--- src/rtl/param_core_if.sv ---
`default_nettype none
// param_core_if: req/ack memory bus between the core (master) and system memory (slave).
// Rev 1.0
interface param_core_if #(
  parameter int DATA_W = 64,
  parameter int ADDR_W = 64
);
  logic              mem_req;
  logic              mem_we;
  logic [ADDR_W-1:0] mem_addr;
  logic [DATA_W-1:0] mem_wdata;
  logic [63:0]       mem_rdata;
  logic              mem_ack;

  modport master (
    output mem_req, mem_we, mem_addr, mem_wdata,
    input  mem_rdata, mem_ack
  );

  modport slave (
    input  mem_req, mem_we, mem_addr, mem_wdata,
    output mem_rdata, mem_ack
  );
endinterface
`default_nettype wire

--- src/rtl/param_core.sv ---
`default_nettype none
// param_core: multi-cycle in-order core with flag file and stallable req/ack memory bus.
// Option PARAM_CORE_RETIRE_CNT_EN adds the 32-bit retired-instruction counter. Rev 1.0
module param_core #(
  parameter int                DATA_W   = 64,
  parameter int                NREGS    = 8,
  parameter int                ADDR_W   = 64,
  parameter logic [ADDR_W-1:0] RESET_PC = '0
) (
  input  wire logic              clock,
  input  wire logic              reset,
  param_core_if.master           bus,
  output logic [ADDR_W-1:0]      pc,
  output logic                   halted
`ifdef PARAM_CORE_RETIRE_CNT_EN
  ,
  output logic [31:0]            retired
`endif
);
  localparam int RW = $clog2(NREGS);

  localparam logic [5:0] OP_ADD  = 6'd0;
  localparam logic [5:0] OP_SUB  = 6'd1;
  localparam logic [5:0] OP_AND  = 6'd2;
  localparam logic [5:0] OP_OR   = 6'd3;
  localparam logic [5:0] OP_XOR  = 6'd4;
  localparam logic [5:0] OP_LDI  = 6'd5;
  localparam logic [5:0] OP_LD   = 6'd6;
  localparam logic [5:0] OP_ST   = 6'd7;
  localparam logic [5:0] OP_EQ   = 6'd8;
  localparam logic [5:0] OP_LTU  = 6'd9;
  localparam logic [5:0] OP_JMP  = 6'd10;
  localparam logic [5:0] OP_JF   = 6'd11;
  localparam logic [5:0] OP_FNOT = 6'd12;
  localparam logic [5:0] OP_HALT = 6'd63;

  typedef enum logic [1:0] {S_FETCH, S_EXEC, S_MEM, S_HALT} state_t;

  state_t            state;
  logic [63:0]       instr;
  logic [DATA_W-1:0] regs [NREGS];
  logic [NREGS-1:0]  flags;

  logic [5:0]        op;
  logic [RW-1:0]     ra, rb, rd;
  logic              hl;
  logic [31:0]       imm;
  logic [DATA_W-1:0] opa, opb, dcur, ldi_hi, alu_res;
  logic              unused_bits;

  assign op   = instr[5:0];
  assign ra   = instr[6 +: RW];
  assign rb   = instr[9 +: RW];
  assign rd   = instr[12 +: RW];
  assign hl   = instr[15];
  assign imm  = instr[63:32];
  assign opa  = regs[ra];
  assign opb  = regs[rb];
  assign dcur = regs[rd];

  assign unused_bits = ^{instr[31:6], dcur, bus.mem_rdata};

  // High-half load only exists when the register is wider than 32 bits.
  generate
    if (DATA_W > 32) begin : g_ldi_hi
      assign ldi_hi = {imm[DATA_W-33:0], dcur[31:0]};
    end else begin : g_ldi_keep
      assign ldi_hi = dcur;
    end
  endgenerate

  always_comb begin
    alu_res = '0;
    case (op)
      OP_ADD:  alu_res = opa + opb;
      OP_SUB:  alu_res = opa - opb;
      OP_AND:  alu_res = opa & opb;
      OP_OR:   alu_res = opa | opb;
      OP_XOR:  alu_res = opa ^ opb;
      OP_LDI:  alu_res = hl ? ldi_hi : DATA_W'(imm);
      default: alu_res = '0;
    endcase
  end

  always_ff @(posedge clock) begin
    if (reset) begin
      state         <= S_FETCH;
      pc            <= RESET_PC;
      for (int i = 0; i < NREGS; i++) regs[i] <= '0;
      flags         <= '0;
      instr         <= '0;
      bus.mem_req   <= 1'b0;
      bus.mem_we    <= 1'b0;
      bus.mem_addr  <= '0;
      bus.mem_wdata <= '0;
      halted        <= 1'b0;
`ifdef PARAM_CORE_RETIRE_CNT_EN
      retired       <= '0;
`endif
    end else begin
      case (state)
        S_FETCH: begin
          // An idle cycle with req low always precedes each new request.
          if (!bus.mem_req) begin
            bus.mem_req  <= 1'b1;
            bus.mem_we   <= 1'b0;
            bus.mem_addr <= pc;
          end else if (bus.mem_ack) begin
            instr       <= bus.mem_rdata;
            pc          <= pc + ADDR_W'(1);
            bus.mem_req <= 1'b0;
            state       <= S_EXEC;
          end
        end
        S_EXEC: begin
          state <= S_FETCH;
`ifdef PARAM_CORE_RETIRE_CNT_EN
          if (op != OP_LD && op != OP_ST) retired <= retired + 32'd1;
`endif
          case (op)
            OP_ADD, OP_SUB, OP_AND, OP_OR, OP_XOR, OP_LDI: regs[rd] <= alu_res;
            OP_LD, OP_ST: begin
              bus.mem_req   <= 1'b1;
              bus.mem_we    <= (op == OP_ST);
              bus.mem_addr  <= ADDR_W'(opa);
              if (op == OP_ST) bus.mem_wdata <= opb;
              state         <= S_MEM;
            end
            OP_EQ:   flags[rd] <= (opa == opb);
            OP_LTU:  flags[rd] <= (opa < opb);
            OP_JMP:  pc <= ADDR_W'(opa);
            OP_JF:   if (flags[ra]) pc <= ADDR_W'(imm);
            OP_FNOT: flags[rd] <= ~flags[ra];
            OP_HALT: begin
              state  <= S_HALT;
              halted <= 1'b1;
            end
            default: ;
          endcase
        end
        S_MEM: begin
          if (bus.mem_ack) begin
            if (!bus.mem_we) regs[rd] <= bus.mem_rdata[DATA_W-1:0];
            bus.mem_req <= 1'b0;
            bus.mem_we  <= 1'b0;
            state       <= S_FETCH;
`ifdef PARAM_CORE_RETIRE_CNT_EN
            retired     <= retired + 32'd1;
`endif
          end
        end
        S_HALT: begin
          halted      <= 1'b1;
          bus.mem_req <= 1'b0;
        end
        default: state <= S_FETCH;
      endcase
    end
  end
endmodule
`default_nettype wire
--- src/flat_wrapper.sv ---
// flat-port wrapper written by rule: the top's interface ports become plain ports
module param_core_flat 
#(
  parameter int                DATA_W   = 64,
  parameter int                NREGS    = 8,
  parameter int                ADDR_W   = 64,
  parameter logic [ADDR_W-1:0] RESET_PC = '0
)
  (clock, reset, pc, halted, bus_mem_req, bus_mem_we, bus_mem_addr, bus_mem_wdata, bus_mem_rdata, bus_mem_ack);
  param_core_if #(.DATA_W(DATA_W), .ADDR_W(ADDR_W)) bus_i ();
  input  wire logic clock;
  input  wire logic reset;
  output logic [ADDR_W-1:0] pc;
  output logic halted;
  output wire logic [$bits(bus_i.mem_req)-1:0] bus_mem_req;
  output wire logic [$bits(bus_i.mem_we)-1:0] bus_mem_we;
  output wire logic [$bits(bus_i.mem_addr)-1:0] bus_mem_addr;
  output wire logic [$bits(bus_i.mem_wdata)-1:0] bus_mem_wdata;
  input wire logic [$bits(bus_i.mem_rdata)-1:0] bus_mem_rdata;
  input wire logic [$bits(bus_i.mem_ack)-1:0] bus_mem_ack;
  assign bus_mem_req = bus_i.mem_req;
  assign bus_mem_we = bus_i.mem_we;
  assign bus_mem_addr = bus_i.mem_addr;
  assign bus_mem_wdata = bus_i.mem_wdata;
  assign bus_i.mem_rdata = bus_mem_rdata;
  assign bus_i.mem_ack = bus_mem_ack;
  param_core #(.DATA_W(DATA_W), .NREGS(NREGS), .ADDR_W(ADDR_W), .RESET_PC(RESET_PC)) u_core (.clock(clock), .reset(reset), .bus(bus_i), .pc(pc), .halted(halted));
endmodule
--- config.mk ---
export PLATFORM = sky130hd
export DESIGN_NAME = param_core_flat
export DESIGN_NICKNAME = d
export VERILOG_FILES = /design/src/rtl/param_core_if.sv /design/src/rtl/param_core.sv /design/src/flat_wrapper.sv
export SDC_FILE = /design/constraint.sdc
export NUM_CORES = 2
export LEC_CHECK = 0
export CAP_MARGIN = 10
export CORE_MARGIN = 5
export CORE_UTILIZATION = 50
export CTS_CLUSTER_SIZE = 24
export DETAILED_ROUTE_END_ITERATION = 16
export PLACE_DENSITY = 0.7
export SLEW_MARGIN = 20
export SYNTH_ARGS = -nofsm -noshare
export SYNTH_HDL_FRONTEND = slang
export SYNTH_SLANG_ARGS = --single-unit
--- constraint.sdc ---
create_clock -name clock -period 13.3 [get_ports clock]
set_clock_uncertainty 0.1 [all_clocks]
set_input_delay 3.325 -clock clock [delete_from_list [all_inputs] [get_ports clock]]
set_output_delay 3.325 -clock clock [all_outputs]
set_load 0.01 [all_outputs]
Word-level counts from Yosys, hierarchy flattened. Memory sizes are Yosys's and may differ from the RTL's. A register that Yosys moved wholly into a read port is not among the register bits. Cells that the tools add are included.

Register bits: 269. Bits in writable memories: 512. Input port bits: 67. Output and inout port bits: 195. Logic and storage cells: 122. Memories kept: 1.

$add $sub $neg: 3. $lt $le $gt $ge: 4. Eq/ne operators: 26. Mux-type cells: 53. Bitwise gates (word level): 6. Reductions and logical operators: 20.

Memory list: u_core.regs (words 8, width 64, rd ports 2, clocked after memory_dff 2, wr ports 8, line param_core.sv:41) `logic [DATA_W-1:0] regs [NREGS];`.

Operators by type and width (number): $mux 64 (7); $pmux 64 s2 (3); $pmux 64 s6 (1); $add 64x1->64 const B (1); $add 64x64->64 (1); $and 64x64->64 (1); $eq 64x64->1 (1); $lt 64x64->1 (1); $mux 32 (2); $or 64x64->64 (1); $reduce_or 64->1 (1); $sub 64x64->64 (1); $xor 64x64->64 (1); $eq 6x4->1 const B (5); $bwmux 8 (3); $eq 6x3->1 const B (4); $pmux 8 s3 (1); $mux 1 (20); $mux 3 (5); $eq 6x2->1 const B (2); $ne 2x2->1 const B (6); $reduce_and 3->1 (3); $lt 3x4->1 const B (2); $mux 2 (4); other kinds (26) (35).

Depth between registers and ports, before layout.
Depth in word-level cells: 10. Depth in mapped cells: 21.

Least setup slack after synthesis. OpenSTA, ideal clock, no wires.

Kind: input port to flip-flop. Start point: input reset. End point: memory u_core.regs[6][0] (enable). Setup time: 0.394 ns. Arrival: 5.640 ns. Data required time: 12.806 ns. Setup slack: 7.166 ns. Stages: 7. Cell sequence: or4b_2 clkbuf_1 clkbuf_1 and2_1 nor3_1 nand2_1 nand2b_1.

RTL lines: start: declaration (line flat_wrapper.sv:12) `input wire logic reset;`; end: declaration (line param_core.sv:41).

==> results.sh <==
export IMPL_ys_seq_area_share_pct=42.0
export IMPL_core_area_sq_mm=0.0970
export IMPL_antenna_found_initial=5
export IMPL_setup_viol=0
export IMPL_first_pass_iters=6
export IMPL_peakVddDrop_v=0.000130
export IMPL_worstHoldStart="u_core.instr[10]"
export IMPL_synth_cell_area_sq_mm=0.0490
export IMPL_gp_congestion=1.09
export IMPL_synth_xor_area_share_pct=0.802
export IMPL_numPortBuffers=261
export IMPL_ios=262
export IMPL_clk_pin_slew_ns=0.06
export IMPL_drive_gt1_share_pct=11.3
export IMPL_drt_iter0_markers=7194
export IMPL_synth_cell_types=103
export IMPL_fin_area_sq_mm=0.0554
export IMPL_timing_hold_ws_ns=0.370
export IMPL_ctsHoldBuffers=0
export IMPL_synth_compound_area_share_pct=17.3
export IMPL_mostFrequentLayoutCells="nor2_1 (889), edfxtp_1 (512), a21oi_1 (411)"
export IMPL_first_global_vias=41500
export IMPL_hold_viol_final=0
export IMPL_fin_crit_sh_pct=56.2
export IMPL_syn_to_final_growth_pct=13.2
export IMPL_seq_power_share_pct=27.4
export IMPL_pwr_density_cell_mw_per_mm2=191
export IMPL_cts_resized=0
export IMPL_worstMarginPinSlew_ns=1.23
export IMPL_clock_power_share_pct=23.1
export IMPL_min_path_type="flop to flop"
export IMPL_power_total_uw=10600
export IMPL_clock_latency_ns=0.74
export IMPL_syn_area_per_cell_sq_um=9.75
export IMPL_whs_path_depth=2
export IMPL_dp_hpwl_um=140000
export IMPL_synthMuxAreaShare_pct=14.7
export IMPL_drc=0
export IMPL_r2r_end="u_core.regs[2][35]"
export IMPL_syn_inst=5020
export IMPL_ant_nets=0
export IMPL_grt_max_degree=119
export IMPL_die_h_um=323
export IMPL_syn_nets=5287
export IMPL_dieArea_sq_mm=0.104
export IMPL_post_cts_buffers=0
export IMPL_period_minus_slack_ns=7.48
export IMPL_start_util_pct=50.5
export IMPL_worst_setup_path_end_kind="flop"
export IMPL_cap_viol_max_count=0
export IMPL_path_class="flop to flop"
export IMPL_required_ns=13.72
export IMPL_ys_seq_elements=771
export IMPL_rsz0062_at_grt="no"
export IMPL_drt_total_wl_um=199000
export IMPL_synth_flop_cell="edfxtp_1"
export IMPL_async_flop_share_pct=0
export IMPL_grt_pass1_wl_um=284000
export IMPL_start_kind="flop"
export IMPL_swShare_pct=46.8
export IMPL_synth_adder_area_share_pct=5.14
export IMPL_reg2reg_depth=15
export IMPL_cts_root_buf="clkbuf_16"
export IMPL_cp_max_fo=64
export IMPL_die_width_um=323
export IMPL_combinationalPowerShare_pct=49.5
export IMPL_timing_fmax_mhz=134
export IMPL_numCtsBuffers=84
export IMPL_setup_tns_ns=0
export IMPL_nFillCells=8348
export IMPL_reg2reg_slack_ns=5.82
export IMPL_grt_overflow_total=0
export IMPL_wl_per_cell_um=30.9
export IMPL_p_switching_uw=4970
export IMPL_ys_warn_count=0
export IMPL_rows=114
export IMPL_final_common_cell="nor2_1"
export IMPL_dr_total_vias=44500
export IMPL_synth_edf_count=512
export IMPL_layout_nets=5349
export IMPL_grt_util_all_layers_pct=36.8
export IMPL_viasPerCell=6.91
export IMPL_placed_area_sq_mm=0.0525
export IMPL_p_leak_uw=0.0193
export IMPL_yosys_area_share_simple_pct=15.4
export IMPL_synth_top_family_by_area="compound AO/OA/AOI/OAI gates"
export IMPL_slew_violations=0
export IMPL_power_internal_uw=5640
export IMPL_cts_tree="built"
export IMPL_clock_path_buffers=3
export IMPL_arrival_ns=7.90
export IMPL_slew_headroom_pct=15.5
export IMPL_outcome="complete, no violations"
export IMPL_numClockSinks=771
export IMPL_cts_htree_levels=3
[synth_stat cells, types with 7 or more instances]
cell type / instances / area, sq um
o31a_1: 11 / 96.3
or3_1: 9 / 56.3
mux2i_1: 136 / 1360
a22o_1: 12 / 105
nand4_1: 44 / 275
a31o_2: 7 / 61.3
buf_2: 63 / 315
xnor2_1: 38 / 333
edfxtp_1: 512 / 15400
mux4_2: 258 / 5810
clkbuf_1: 254 / 953
nand3_1: 67 / 335
nand2_1: 345 / 1290
o31ai_1: 46 / 345
o21a_1: 16 / 120
a21o_1: 27 / 203
nor2b_1: 18 / 113
o21bai_1: 35 / 263
and2_1: 25 / 156
nor3_1: 131 / 656
and3_1: 40 / 250
or4_1: 7 / 52.6
nor2_1: 891 / 3340
a31oi_1: 31 / 194
o21ai_0: 243 / 1220
o211ai_1: 44 / 330
o21ai_1: 28 / 140
nor4_1: 51 / 319
dfxtp_1: 259 / 5180
a221o_1: 20 / 200
buf_1: 51 / 191
o22ai_1: 19 / 119
nand2b_1: 38 / 238
inv_1: 213 / 800
a21oi_1: 411 / 2060
a211oi_1: 163 / 1220
ha_1: 198 / 2480
a221oi_1: 56 / 490
a22oi_1: 33 / 248
o221ai_1: 16 / 140
or2_2: 11 / 68.8
[power by group through the flow]
stage / Sequential [uW] / Clock (uW) / Combinational [uW]
floorplan: 2900 / 0 / 3190
global placement: 2940 / 0 / 4940
detailed placement: 2950 / 0 / 4950
CTS: 2900 / 2460 / 4980
global route: 2920 / 2560 / 5470
finish: 2910 / 2450 / 5250
[per-layer routing]
| layer | routed length, um | global-route usage, % | vias up |
|---|---|---|---|
| met1 | 75800 | 51.1 | 21700 |
| met3 | 31200 | 13.8 | 537 |
| met5 | 7 | 0 | - |
| met4 | 11300 | 17.5 | 2 |
| met2 | 80500 | 51.1 | 3465 |
| li1 | - | - | 18800 |
[critical path, stage by stage, from the launching register on]
cell and delay [ns]:
dfxtp_4 0.60, buf_4 0.85, mux4_2 0.45, mux2i_1 0.84, ha_1 0.51, inv_2 0.16
nand3_1 0.16, nor4_1 0.41, a221oi_4 0.24, nor4_1 0.91, or2_1 0.35, a31oi_1 0.15
xnor2_1 0.16, o21ai_0 0.80, a22oi_2 0.32, nor2_1 0.18
[worst max path at each step]
stage           startpoint                  to  slack (ns)  cells past startpoint
2_1_floorplan        reset   u_core.regs[6][0]        7.17                      7
3_5_place_dp   bus_mem_ack  u_core.regs[5][15]        6.02                      7
3_3_place_gp   bus_mem_ack  u_core.regs[5][15]        6.05                      7
6_report              flop  u_core.regs[2][35]        5.82                     15
4_1_cts               flop  u_core.regs[2][35]        6.06                     15
5_1_grt               flop  u_core.regs[3][35]        5.72                     15
[metrics by stage]
step	worst slack [ns]	utilization (%)	cells
6_report	5.82	57.2	6436
3_3_place_gp	6.05	54.1	6272
5_1_grt	5.72	57.1	6428
4_1_cts	6.06	57.1	6427
2_1_floorplan	7.17	-	5020
3_5_place_dp	6.02	54.2	6272
[state kept, by name, summed over array words and instances, names as in the netlist, named ones only]
name                  cells
u_core.bus.mem_req        1
u_core.bus.mem_we         1
u_core.pc                64
u_core.bus.mem_addr      64
u_core.instr             48
u_core.state              2
u_core.halted             1
u_core.bus.mem_wdata     64
u_core.regs             512
[kinds of logic after synthesis]
logic type / after synthesis
and+or+nand+nor: 1715
AOI/OAI and AO/OA: 1305
DFF: 771
buffers and inverters: 590
muxes: 395
adders and majority gates: 200
xor gates and xnor gates: 44
[area by class of cell]
| type | instances | area [sq um] | area share, % |
|---|---|---|---|
| multi-input combinational | 3659 | 26300 | 47.4 |
| sequential | 771 | 20600 | 37.1 |
| timing repair buffer | 350 | 3290 | 5.94 |
| clock buffer | 112 | 2290 | 4.13 |
| tap | 1276 | 1600 | 2.88 |
| inverter | 216 | 811 | 1.46 |
| clock inverter | 43 | 564 | 1.02 |
| antenna | 9 | 22.5 | 0.0406 |
No activity file was read; power rests on OpenSTA's default activity.
